<file path="src/rtl/cpu16_pkg.sv">
// Shared IRQ arbiter types and constants: line count, idle grant value, FSM state encoding.
// Also a one-hot to index helper used by the round-robin pointer.
package cpu16_pkg;

  localparam int NUM_IRQ = 16;
  localparam logic [NUM_IRQ-1:0] IRQ_NONE = 16'h0000;
  // Line 0 encodes "no interrupt" downstream, so it is never grantable.
  localparam logic [NUM_IRQ-1:0] IRQ_LINE0 = 16'h0001;

  typedef enum logic {IDLE, HOLD} state_t;

  function automatic logic [3:0] onehot_idx(input logic [NUM_IRQ-1:0] oh);
    logic [3:0] idx;
    idx = '0;
    for (int i = 0; i < NUM_IRQ; i++) begin
      if (oh[i]) idx = 4'(i);
    end
    return idx;
  endfunction

endpackage

</file>
<file path="src/rtl/pri_pick16.sv">
// Combinational picker: first eligible line searching downward from start, wrapping 1 -> 15.
// Line 0 is never visited; zero latency, result is all-zero when nothing is eligible.
module pri_pick16
  import cpu16_pkg::*;
(
  input  logic [NUM_IRQ-1:0] eligible,
  input  logic [3:0]         start,
  output logic [NUM_IRQ-1:0] pick
);

  logic       found;
  logic [4:0] diff;
  logic [3:0] idx;

  always_comb begin
    pick  = IRQ_NONE;
    found = 1'b0;
    diff  = '0;
    idx   = '0;
    for (int k = 0; k < NUM_IRQ - 1; k++) begin
      diff = {1'b0, start} - 5'(k);
      // Underflow or landing on 0 wraps into the 1..15 range.
      idx  = (diff[4] || (diff == 5'd0)) ? diff[3:0] + 4'd15 : diff[3:0];
      if (!found && eligible[idx]) begin
        pick[idx] = 1'b1;
        found     = 1'b1;
      end
    end
  end

endmodule

</file>
<file path="src/rtl/irq_onehot_arbiter.sv">
// Edge-captured IRQ arbiter: req rise -> pending (+1 edge) -> one-hot grant (+2 edges), held until ack.
// Fixed highest-index priority; define IRQ_ROUND_ROBIN_EN for round-robin selection.
module irq_onehot_arbiter
  import cpu16_pkg::*;
(
  input  logic               clk,
  input  logic               rst_n,
  input  logic               en,
  input  logic [NUM_IRQ-1:0] req,
  input  logic [NUM_IRQ-1:0] mask,
  input  logic               ack,
  output logic [NUM_IRQ-1:0] grant,
  output logic               valid,
  output logic               ovf
);

  state_t             state_q, state_d;
  logic [NUM_IRQ-1:0] req_q;
  logic [NUM_IRQ-1:0] pending_q;
  logic [NUM_IRQ-1:0] grant_q, grant_d;
  logic               valid_q, valid_d;
  logic               ovf_q;
  logic [NUM_IRQ-1:0] rise;
  logic [NUM_IRQ-1:0] clr;
  logic [NUM_IRQ-1:0] eligible;
  logic [NUM_IRQ-1:0] pick;
  logic [3:0]         start;

  assign rise     = req & ~req_q;
  assign eligible = pending_q & ~mask & ~IRQ_LINE0;

`ifdef IRQ_ROUND_ROBIN_EN
  logic [3:0] last_q;

  assign start = (last_q == 4'd1) ? 4'd15 : last_q - 4'd1;

  always_ff @(posedge clk or negedge rst_n) begin
    if (!rst_n) begin
      last_q <= 4'd15;
    end else if (state_q == IDLE && state_d == HOLD) begin
      last_q <= onehot_idx(pick);
    end
  end
`else
  assign start = 4'd15;
`endif

  pri_pick16 u_pick (
    .eligible (eligible),
    .start    (start),
    .pick     (pick)
  );

  always_comb begin
    state_d = state_q;
    grant_d = grant_q;
    valid_d = valid_q;
    clr     = IRQ_NONE;
    case (state_q)
      IDLE: begin
        if (en && (eligible != IRQ_NONE)) begin
          state_d = HOLD;
          grant_d = pick;
          valid_d = 1'b1;
        end
      end
      HOLD: begin
        if (ack) begin
          clr     = grant_q;
          state_d = IDLE;
          grant_d = IRQ_NONE;
          valid_d = 1'b0;
        end
      end
      default: begin
        state_d = IDLE;
        grant_d = IRQ_NONE;
        valid_d = 1'b0;
      end
    endcase
  end

  always_ff @(posedge clk or negedge rst_n) begin
    if (!rst_n) begin
      state_q   <= IDLE;
      req_q     <= IRQ_NONE;
      pending_q <= IRQ_NONE;
      grant_q   <= IRQ_NONE;
      valid_q   <= 1'b0;
      ovf_q     <= 1'b0;
    end else begin
      state_q   <= state_d;
      req_q     <= req;
      // A fresh edge on the line being acked re-arms it rather than overflowing.
      pending_q <= (pending_q & ~clr) | rise;
      grant_q   <= grant_d;
      valid_q   <= valid_d;
      ovf_q     <= ovf_q | (|(rise & pending_q & ~clr));
    end
  end

  assign grant = grant_q;
  assign valid = valid_q;
  assign ovf   = ovf_q;

endmodule
</file>
<file path="config.mk">
export PLATFORM = sky130hd
export DESIGN_NAME = irq_onehot_arbiter
export DESIGN_NICKNAME = d
export VERILOG_FILES = /design/src/rtl/cpu16_pkg.sv /design/src/rtl/pri_pick16.sv /design/src/rtl/irq_onehot_arbiter.sv
export SDC_FILE = /design/constraint.sdc
export NUM_CORES = 1
export LEC_CHECK = 0
export BUFFER_PORTS_ARGS = -buffer_cell sky130_fd_sc_hd__buf_2
export CAP_MARGIN = 10
export CORE_MARGIN = 4
export CORE_UTILIZATION = 49
export CTS_BUF_LIST = sky130_fd_sc_hd__clkbuf_8
export DETAILED_ROUTE_END_ITERATION = 12
export PLACE_DENSITY = 0.85
export SLEW_MARGIN = 20
export SYNTH_ARGS = -nofsm -noshare
export SYNTH_HDL_FRONTEND = slang
export SYNTH_SLANG_ARGS = --single-unit
</file>
<file path="constraint.sdc">
create_clock -name clk -period 1.4 [get_ports clk]
set_input_delay 0.07 -clock clk [delete_from_list [all_inputs] [get_ports clk]]
set_output_delay 0.07 -clock clk [all_outputs]
set_load 0.02 [all_outputs]
</file>
Word-level counts from Yosys, hierarchy flattened
Index checks and enable logic that the tools add are counted.
{"block": "word_totals", "output_inout_bits": 18, "wordCells": 91, "reg_bits": 51, "input_bits": 36}
{"block": "op_classes", "eq_ne": 2, "muxes": 40, "reduce_logical": 32, "n_bitwise": 11}
{"operator": "$and A16 B16 Y16", "count": 5}
{"operator": "$mux W16", "count": 5}
{"operator": "$not A16 Y16", "count": 3}
{"operator": "$pmux W16 S2", "count": 1}
{"operator": "$mux W1", "count": 18}
{"operator": "$or A16 B16 Y16", "count": 1}
{"operator": "$reduce_bool A16 Y1", "count": 1}
{"operator": "$reduce_or A16 Y1", "count": 1}
{"operator": "$logic_and A1 B1 Y1", "count": 15}
{"operator": "$mux W15", "count": 1}
{"operator": "$logic_not A1 Y1", "count": 14}
{"operator": "$mux W14", "count": 1}
{"operator": "$mux W13", "count": 1}
{"operator": "$mux W12", "count": 1}
{"operator": "$mux W11", "count": 1}
{"operator": "$mux W10", "count": 1}
{"operator": "$mux W9", "count": 1}
{"operator": "$mux W8", "count": 1}
{"operator": "$mux W7", "count": 1}
{"operator": "$mux W6", "count": 1}
{"operator": "$mux W5", "count": 1}
{"operator": "$mux W4", "count": 1}
{"operator": "$ne A2 B2 Y1 const B", "count": 2}
{"operator": "$pmux W1 S2", "count": 2}
{"operator": "5 further kinds", "count": 5}

Logic depth before layout (Yosys ltp)
Gate-level depths: netlist of run 1.
{"block": "logic_depth", "depth_word": 47, "ltp_mapped": 7, "mapped_depth_nobuf": 5}

Modules after synthesis
A second synthesis of run 1 with hierarchy kept.
{"block": "hier_totals", "cells_unflattened": 1550, "hier_area_um2": 11040.6}
{"mod": "pri_pick16", "cells_per_inst": 1332, "n_inst": 1, "area_per_inst_um2": 8694.6}
{"mod": "irq_onehot_arbiter", "cells_per_inst": 218, "n_inst": 1, "area_per_inst_um2": 2346.0}

Worst setup path after synthesis of run 1
Ideal clock, no wire load.
{"block": "synth_timing", "path_type": "flip-flop to flip-flop", "start": "register state_q", "end": "register ovf_q, in the netlist ovf", "arrival_ps": 1388, "n_path_buf": 2, "required_ps": 1262, "synth_period_minus_slack_ps": 1526, "setup_slack_ps": -126, "path_stages_with_launch": 8, "path_cell_list": "dfrtp_1 and2_4 buf_8 buf_12 nand2_2 nand4b_2 nand4_1 or4_1"}
{"block": "synth_via", "elab_chain_cells": 5}
{"item": "from (decl)", "line": "irq_onehot_arbiter.sv:17", "text": "state_t state_q, state_d;"}
{"item": "from (signal assigned)", "line": "irq_onehot_arbiter.sv:92", "text": "state_q <= state_d;"}
{"item": "$mux W16", "line": "irq_onehot_arbiter.sv:59", "text": "case (state_q)"}
{"item": "$not A16 Y16", "line": "irq_onehot_arbiter.sv:98", "text": "ovf_q <= ovf_q | (|(rise & pending_q & ~clr));"}
{"item": "$and A16 B16 Y16", "line": "irq_onehot_arbiter.sv:98"}
{"item": "$reduce_or A16 Y1", "line": "irq_onehot_arbiter.sv:98"}
{"item": "$or A1 B1 Y1", "line": "irq_onehot_arbiter.sv:98"}
{"item": "to (signal assigned)", "line": "irq_onehot_arbiter.sv:98"}
{"item": "to (decl)", "line": "irq_onehot_arbiter.sv:22", "text": "logic ovf_q;"}
Every way passes these cells.
A chain may end at the register's enable or synchronous reset.

Final worst setup path of run 1
{"block": "layout_timing", "start": "register pending_q[15]", "end": "register grant_q[3], in the netlist grant[3]"}
{"block": "layout_via", "elab_chain_cells": 40}
{"item": "from (decl)", "line": "irq_onehot_arbiter.sv:19", "text": "logic [NUM_IRQ-1:0] pending_q;"}
{"item": "from (signal assigned)", "line": "irq_onehot_arbiter.sv:95", "text": "pending_q <= (pending_q & ~clr) | rise;"}
{"item": "$and A16 B16 Y16 (*)", "line": "irq_onehot_arbiter.sv:30", "text": "assign eligible = pending_q & ~mask & ~IRQ_LINE0;"}
{"item": "$mux W1", "line": "pri_pick16.sv:24", "text": "if (!found && eligible[idx]) begin"}
{"item": "$logic_not A1 Y1", "line": "pri_pick16.sv:24"}
{"item": "$logic_and A1 B1 Y1", "line": "pri_pick16.sv:24"}
{"item": "$mux W1", "line": "pri_pick16.sv:24"}
{"item": "$logic_not A1 Y1", "line": "pri_pick16.sv:24"}
{"item": "$logic_and A1 B1 Y1", "line": "pri_pick16.sv:24"}
{"item": "$mux W1", "line": "pri_pick16.sv:24"}
{"item": "(+24 left out)"}
{"item": "$logic_not A1 Y1", "line": "pri_pick16.sv:24"}
{"item": "$logic_and A1 B1 Y1", "line": "pri_pick16.sv:24"}
{"item": "$mux W1", "line": "pri_pick16.sv:24"}
{"item": "$logic_not A1 Y1", "line": "pri_pick16.sv:24"}
{"item": "$logic_and A1 B1 Y1", "line": "pri_pick16.sv:24"}
{"item": "$mux W4", "line": "pri_pick16.sv:24"}
{"item": "$mux W16", "line": "irq_onehot_arbiter.sv:61", "text": "if (en && (eligible != IRQ_NONE)) begin"}
{"item": "$pmux W16 S2", "line": "irq_onehot_arbiter.sv:59"}
{"item": "to (signal assigned)", "line": "irq_onehot_arbiter.sv:96", "text": "grant_q <= grant_d;"}
{"item": "to (decl)", "line": "irq_onehot_arbiter.sv:20", "text": "logic [NUM_IRQ-1:0] grant_q, grant_d;"}
Every way passes the cells marked *; elsewhere a longest branch is shown, timed or not. The select of a mux whose other input is x is not followed.

==> results of run 1 <==
-- kinds of logic after synthesis --
family,after synthesis,synth area share
AO/OA/AOI/OAI,31,0.0952
buffers and inverters,23,0.0553
flip-flops,50,0.570
multiplexers,3,0.0137
other,1,0.00171
AND/OR/NAND/NOR,95,0.264
-- per-stage QoR --
step	power (uW)	cells	cell area, sq um	util
after floorplan	1840	203	2210	-
after global placement	2070	332	2710	0.623
after detailed placement	2090	332	2710	0.623
after CTS	3380	359	3060	0.702
after global routing	3540	362	3120	0.718
final	3400	362	3120	0.718
-- worst reg2reg max path: stages (launching register included) --
cell     delay, ns
dfrtp_1       0.39
nor2b_4       0.14
nor4_4        0.34
buf_4         0.17
and3_4        0.18
and3b_2       0.24
a32o_1        0.18
-- cell usage after synthesis, drive strengths merged, types with 2 or more instances --
| library cell | n | area, sq um |
|---|---|---|
| dfrtp | 50 | 1250 |
| nand2 | 39 | 151 |
| inv | 19 | 71.3 |
| nor2b | 17 | 116 |
| o21ai | 16 | 80.1 |
| nand4b | 15 | 138 |
| a22o | 5 | 43.8 |
| a32o | 5 | 50.1 |
| nand4 | 5 | 31.3 |
| buf | 4 | 50.0 |
| and3 | 3 | 18.8 |
| mux2i | 3 | 30.0 |
| nor2 | 3 | 11.3 |
| nor3 | 3 | 15.0 |
| nor4 | 3 | 46.3 |
| a21o | 2 | 15.0 |
| and2 | 2 | 15.0 |
-- power by group through the flow --
| stage | clock network [uW] | registers, uW | logic [uW] |
|---|---|---|---|
| floorplan | 0 | 1620 | 223 |
| global placement | 0 | 1580 | 486 |
| detailed placement | 0 | 1590 | 502 |
| CTS | 1260 | 1560 | 559 |
| global route | 1320 | 1570 | 654 |
| finish | 1240 | 1560 | 599 |
-- flip-flops by register name, summed over array words and instances, names as in the netlist --
| register | flops |
|---|---|
| req_q | 16 |
| valid | 1 |
| state_q | 1 |
| grant | 15 |
| ovf | 1 |
| pending_q | 16 |
-- worst paths after layout --
| kind | endpoint | slack [ns] |
|---|---|---|
| min in group asynchronous | grant[4] | 0.27 |
| worst max-delay path | grant[3] | -0.30 |
| worst min-delay path | state_q | 0.09 |
| worst max register to register | grant[3] | -0.30 |
| worst min register to register | pending_q[10] | 0.44 |
| max in group asynchronous | pending_q[0] | 0.60 |
-- cell usage in the layout, fill, tap and decap left out, drive strengths merged, types with 2 or more instances in the layout --
cell type / count
mux2i: 3
nor3: 3
nand4b: 15
buf: 85
a22o: 5
dfrtp: 50
nand2: 39
bufinv: 2
and2: 3
o21ai: 16
nor2: 3
inv: 19
and3: 3
nand4: 5
nor2b: 17
a21o: 2
clkbuf: 6
dlygate4sd3: 17
a32o: 5
nor4: 3
-- timing repair --
action,CTS,global route
resized for setup,7,8
buffers inserted,1,3
gates cloned,1,0
hold endpoints to repair,35,0
hold buffers,17,0
setup endpoints to repair,18,18
pin swaps,11,10
-- cell type report --
| class | count | area, sq um |
|---|---|---|
| clock buffer | 6 | 82.6 |
| clock inverter | 2 | 60.1 |
| fill | 285 | 1230 |
| inverter | 19 | 71.3 |
| multi-input combinational | 131 | 897 |
| sequential | 50 | 1250 |
| tap | 52 | 65.1 |
| timing repair buffer | 102 | 697 |
-- routing by layer --
layer	track usage	share of wire
met2	0.374	0.51
met3	0.0587	0.048
met1	0.272	0.42
met4	0.0731	0.022
met5	0	0
==> impl_metrics.ini, run 1 <==
[worst_setup_path]
crit_family = simple AND/OR/NAND/NOR gates
cp.required_ns = 1.65
worstSetupPathType = flop to flop
crit_path_end_kind = flop
r2r_start = pending_q[15]
start_kind = flop
cpMaxStageDelayCell = dfrtp_1
worstSetupPathDepth = 6
crit_start = pending_q[15]
slowest_delay_ns = 0.39
worst-path-buf-inv = 1
worstRegToRegCells = 6
path_cells = nor2b_4 > nor4_4 > buf_4 > and3_4 > and3b_2 > a32o_1
cp.arrival_ns = 1.95
worstPathMaxFanout = 4

[power_and_ir_drop]
power.share.clock = 0.364
seqPwrFrac = 0.460
switching_share = 0.245
power.net_switching_uw = 834
p_int_uw = 2570
ir_drop_v = 0.000746
p_comb_frac = 0.176
p_leak_uw = 0.00158
cellPowerDensity_nw_per_um2 = 1090

[die]
die-area_sq_um = 5620
die_y_microns = 74.9
die_w_microns = 74.9
rows = 24
start_util = 0.504
core_sq_um = 4350
io_pins = 54

[cts]
htreeDepth = 2
clkTransAtPathRegs_ns = 0.09
clockBufferDepth = 2
insertion_delay_ns = 0.31
cts_tree = done
cts_buffers = 5
cts_root_buffer = clkbuf_8
cts_sinks = 50

[final_layout]
diodes = 0
area_delta_synth_final_pct = 42.3
drive_above_1_share = 0.365
fin_nets = 345

[synthesis]
synthDistinctLibCells = 34
synthArstFlopShare = 1.00
seq_area_frac_synth = 0.570
syn_inst = 203
synth_area_sq_um = 2200
synth_ff_type = dfrtp_1
synth_edf_count = 0
ys_warn_count = 0
synth_nets = 239
synth_seq_cells = 50
syn_avg_cell_area_sq_um = 10.8

[global_route]
antenna_found_initial = 0
track_usage = 0.220
gr-total-overflow = 0
grt_max_degree = 23
grt_pass1_wl_mm = 9.22
grt_pass1_vias = 1999

[worst_hold_path]
hold-path-cell-count = 3
hp-start = ack
hold_path.class = primary input to flop

[route]
totalWireLength_mm = 5.89
num_vias = 1942
drt_iter0_markers = 150
wl_per_cell_microns = 16.3
first_pass_iters = 7
drc_errors = 0
viasPerCell = 5.36
postRouteAntennaNets = 0

[timing]
fin_tns_setup_ns = -4.16
max_slew_margin = 0.661
worst_slack_ns = -0.299
min_period_ns = 1.70
fmax_mhz = 589
final_max_slew_viol_count = 0
fin_worst_skew_ns = 0.0106
hold_ws_ns = 0.0869
rsz0062_at_grt = true
tightest_slew_ns = 0.509
setup-violations-final = 18
finalCritPeriodShare = 1.21
final_hold_viol_count = 0

[status]
violations = setup timing
status = finished with violations

[placed_design]
numPortBuffers = 51
gp_congestion = 0.840
hpwlAfterDp_mm = 3.96
pre_cts_ws_ns = -0.192

[flow_run]
drv_cap = 0
No activity file was read; power rests on OpenSTA's default activity.
==> run 2, diff against run 1 <==
--- a/config.mk
+++ b/config.mk
@@ -7,7 +7,7 @@
 export LEC_CHECK = 0
 export BUFFER_PORTS_ARGS = -buffer_cell sky130_fd_sc_hd__buf_2
 export CAP_MARGIN = 10
-export CORE_MARGIN = 4
+export CORE_MARGIN = 10
 export CORE_UTILIZATION = 49
 export CTS_BUF_LIST = sky130_fd_sc_hd__clkbuf_8
 export DETAILED_ROUTE_END_ITERATION = 12
==> impl_metrics.ini, run 2 (same netlist as run 1, synthesis figures left out) <==
[global_route]
gr-total-overflow = 0
grt.met3_usage = 0.0618
globalRouteMet2Util = 0.255
grtUsageMet1 = 0.170
grt_pass1_wl_mm = 9.22
antenna_found_initial = 0
grt_max_degree = 23
grt_most_used_layer = met2
track_usage = 0.155
grt_pass1_vias = 1969

[route]
drt_iter0_markers = 198
num_vias = 1946
drc_errors = 0
wl_per_cell_microns = 16.9
postRouteAntennaNets = 0
first_pass_iters = 4
viasPerCell = 5.33
totalWireLength_mm = 6.17

[worst_setup_path]
crit_path_end_kind = flop
cp.arrival_ns = 1.94
crit_family = simple AND/OR/NAND/NOR gates
worstRegToRegCells = 6
r2r_setup_slack_ns = -0.29
start_kind = flop
path_cells = nor2b_1 > nor4_4 > nand4_1 > a21oi_2 > buf_6 > a22o_1
r2r_start = pending_q[5]
worstSetupPathType = flop to flop
worst-path-buf-inv = 1
worstPathMaxFanout = 8
slowest_delay_ns = 0.41
cpMaxStageDelayCell = dfrtp_1
cp.required_ns = 1.65
r2r-end = grant[2]

[cts]
cts_tree = done
cts_sinks = 50
insertion_delay_ns = 0.31
cts_buffers = 5
htreeDepth = 2
clockBufferDepth = 2
clkTransAtPathRegs_ns = 0.09
cts_root_buffer = clkbuf_8

[power_and_ir_drop]
cellPowerDensity_nw_per_um2 = 1070
ir_drop_v = 0.000589
switching_share = 0.247
p_comb_frac = 0.178
seqPwrFrac = 0.458
power.net_switching_uw = 843
p_leak_uw = 0.00164
power.share.clock = 0.364
power_uw = 3410
p_int_uw = 2570

[placed_design]
numPortBuffers = 51
postPlaceCellArea_sq_um = 2710
hpwlAfterDp_mm = 4.21
gp_congestion = 0.848

[timing]
fin_worst_skew_ns = 0.00306
setup-violations-final = 18
fmax_mhz = 592
min_period_ns = 1.69
finalCritPeriodShare = 1.21
rsz0062_at_grt = true
final_hold_viol_count = 0
tightest_slew_ns = 0.500
final_max_slew_viol_count = 0
worst_slack_ns = -0.289
max_slew_margin = 0.666
fin_tns_setup_ns = -4.32

[status]
status = finished with violations
violations = setup timing

[die]
start_util = 0.504
rows = 24
die_w_microns = 86.9
die_y_microns = 86.9
io_pins = 54
core_sq_um = 4350
die-area_sq_um = 7560

[final_layout]
area_delta_synth_final_pct = 45.4
final_cell_mix = buf_2, dfrtp_1, buf_4, nand2_1, inv_1
drive_above_1_share = 0.393
diodes = 0
final_common_cell = buf_2
final_area_sq_um = 3190
fin_nets = 348

[flow_run]
drv_cap = 0

[worst_hold_path]
hp-start = mask[15]
holdPathEnd = grant[15]
hold_path.class = primary input to flop
hold-path-cell-count = 3
[run 2: changes by cell type in the layout (fill, tap and decap cells not counted), sizes merged]
cell         change
buf              +2
dlygate4sd3      +1
[run 2: worst reg2reg max path, cell delays in order (launching register included)]
cell and delay [ns]:
dfrtp_1 0.41, nor2b_1 0.18, nor4_4 0.26, nand4_1 0.21
a21oi_2 0.25, buf_6 0.16, a22o_1 0.16
[run 2: area by class of cell]
cell class	instances	area (sq um)
flip-flops and latches	50	1250
fillers	281	1160
multi-input cells	131	928
repair buffers	105	734
clock buffers	6	82.6
inverters	19	71.3
well taps	52	65.1
clock inverters	2	60.1
[run 2: timing repair]
item,CTS,global route
resized for setup,10,16
setup endpoints to repair,18,18
hold endpoints to repair,37,0
hold buffers,18,0
setup buffers,1,6
gates cloned,1,0
pin swaps,10,12
[run 2: stage by stage]
step / utilization / cells / worst slack [ns] / hold WS, ns
6_report: 0.733 / 365 / -0.289 / 0.108
5_1_grt: 0.733 / 365 / -0.344 / 0.124
4_1_cts: 0.708 / 359 / -0.208 / 0.0963
3_5_place_dp: 0.622 / 331 / -0.216 / 0.0697
3_3_place_gp: 0.622 / 331 / -0.167 / 0.0640
2_1_floorplan: - / 203 / -0.123 / -0.226
[run 2: worst max-delay path by stage]
stage	startpoint	endpoint	slack [ns]	cells after the start
finish	pending_q[5]	grant[2]	-0.29	6
global route	pending_q[2]	grant[2]	-0.34	6
floorplan	state_q	ovf	-0.12	7
detailed placement	pending_q[15]	grant[14]	-0.22	5
CTS	pending_q[14]	grant[4]	-0.21	6
global placement	pending_q[15]	grant[15]	-0.17	5
[run 2: routing by layer]
layer / wire length [microns] / share of wire
met5: 0 / 0
met2: 3120 / 0.51
met1: 2410 / 0.39
met4: 227 / 0.037
met3: 416 / 0.067
[run 2: power by group through the flow]
stage	Combinational [uW]	Sequential, uW	Clock (uW)
after floorplan	223	1620	0
after global placement	482	1580	0
after detailed placement	496	1580	0
after CTS	566	1560	1270
after global routing	654	1570	1320
final	607	1560	1240
==> run 3, diff against run 2 <==
--- a/config.mk
+++ b/config.mk
@@ -7,8 +7,10 @@
 export LEC_CHECK = 0
 export BUFFER_PORTS_ARGS = -buffer_cell sky130_fd_sc_hd__buf_2
 export CAP_MARGIN = 10
+export CELL_PAD_IN_SITES_DETAIL_PLACEMENT = 0
+export CELL_PAD_IN_SITES_GLOBAL_PLACEMENT = 1
 export CORE_MARGIN = 10
-export CORE_UTILIZATION = 49
+export CORE_UTILIZATION = 38
 export CTS_BUF_LIST = sky130_fd_sc_hd__clkbuf_8
 export DETAILED_ROUTE_END_ITERATION = 12
 export PLACE_DENSITY = 0.85
==> impl_metrics.ini, run 3 (same netlist as run 1, synthesis figures left out) <==
[final_layout]
fin_util = 0.570
area_delta_synth_final_pct = 43.9
drive_above_1_share = 0.365
final_area_sq_um = 3160
final_cells = 382
final_common_cell = buf_2
diodes = 0
fin_nets = 345
final_cell_mix = buf_2, dfrtp_1, nand2_1, buf_4, inv_1

[status]
status = finished with violations
violations = setup timing

[die]
die-area_sq_um = 9220
die_w_microns = 96.0
io_pins = 54
core_sq_um = 5540
rows = 27
die_y_microns = 96.0
start_util = 0.396

[power_and_ir_drop]
ir_drop_v = 0.000490
p_int_uw = 2210
p_leak_uw = 0.00160
power.share.clock = 0.282
switching_share = 0.269
cellPowerDensity_nw_per_um2 = 957
p_comb_frac = 0.202
seqPwrFrac = 0.516
power.net_switching_uw = 812

[timing]
hold_ws_ns = 0.159
min_period_ns = 1.64
setup-violations-final = 18
finalCritPeriodShare = 1.17
rsz0062_at_grt = true
fin_worst_skew_ns = 0.0143
worst_slack_ns = -0.244
final_max_slew_viol_count = 0
final_hold_viol_count = 0
fmax_mhz = 608

[placed_design]
numPortBuffers = 51
postPlaceCellArea_sq_um = 2740
gp_congestion = 0.797
pre_cts_ws_ns = -0.253
placedCellCount = 351
hpwlAfterDp_mm = 4.14

[worst_setup_path]
r2r-end = grant[4]
crit_start = pending_q[14]
endpoint = grant[4]
worst-path-buf-inv = 1
crit_family = simple AND/OR/NAND/NOR gates
cpMaxStageDelayCell = dfrtp_1
path_cells = nor2b_4 > nor4_4 > nand4_1 > a21oi_2 > buf_6 > a22o_1
r2r_start = pending_q[14]
worstRegToRegCells = 6
worstSetupPathType = flop to flop
slowest_delay_ns = 0.40
cp.required_ns = 1.64
crit_path_end_kind = flop
worstSetupPathDepth = 6
start_kind = flop
cp.arrival_ns = 1.88
r2r_setup_slack_ns = -0.24
worstPathMaxFanout = 8

[route]
num_vias = 1848
postRouteAntennaNets = 0
drc_errors = 0
first_pass_iters = 4
drt_iter0_markers = 73
viasPerCell = 4.84
totalWireLength_mm = 5.63
wl_per_cell_microns = 14.7

[global_route]
grt_pass1_wl_mm = 9.31
gr-total-overflow = 0
track_usage = 0.129
grt_max_degree = 34
grt_pass1_vias = 1956
antenna_found_initial = 0

[cts]
clkTransAtPathRegs_ns = 0.09
htreeDepth = 2
cts_root_buffer = clkbuf_8
cts_buffers = 5
insertion_delay_ns = 0.30
cts_sinks = 50
clockBufferDepth = 2
cts_tree = done

[worst_hold_path]
hold_path.class = primary input to flop

[flow_run]
drv_cap = 0
==> run 3: timing repair <==
action | 4_1_cts | 5_1_grt
endpoints found under the setup margin | 18 | 18
gates resized for setup | 17 | 3
hold endpoints to repair | 34 | 0
pin swaps | 13 | 9
setup buffers | 6 | 0
hold buffers | 18 | 0
gates cloned | 0 | 0
==> run 3: worst min-delay path by stage <==
stage,start,to,cells past startpoint
2_1_floorplan,rst_n,grant[10],0
3_3_place_gp,rst_n,req_q[4],1
3_5_place_dp,rst_n,req_q[4],1
4_1_cts,mask[9],grant[9],3
5_1_grt,mask[9],grant[9],3
6_report,mask[9],grant[9],3
==> run 3: power by group through the flow <==
stage / Clock (uW) / Sequential, uW / Combinational, uW
2_1_floorplan: 0 / 1620 / 223
3_3_place_gp: 0 / 1580 / 490
3_5_place_dp: 0 / 1590 / 500
4_1_cts: 868 / 1560 / 608
5_1_grt: 943 / 1570 / 674
6_report: 851 / 1560 / 611
==> run 3: routing by layer <==
layer	GRT usage	part of all wire	vias to the layer above
li1	-	-	911
met1	0.154	0.43	887
met2	0.217	0.50	41
met3	0.0319	0.047	9
met4	0.0491	0.019	0
met5	0	0	-
==> run 3: worst min-delay path, stage by stage <==
cell and delay [ns]:
buf_2 0.09, nor2b_1 0.05, a32o_1 0.21
==> run 3: final cells by class <==
class	count	area [sq um]
inverters	19	71.3
fillers	506	2380
clock inverters	2	8.76
clock buffers	6	82.6
multi-input cells	130	920
flip-flops and latches	50	1250
repair buffers	103	736
well taps	72	90.1
==> run 3: through the flow <==
step                power [uW]  setup TNS (ns)
floorplan                 1840          -0.800
global placement          2070           -3.01
detailed placement        2090           -3.58
CTS                       3040           -3.00
global route              3180           -5.43
finish                    3020           -3.58
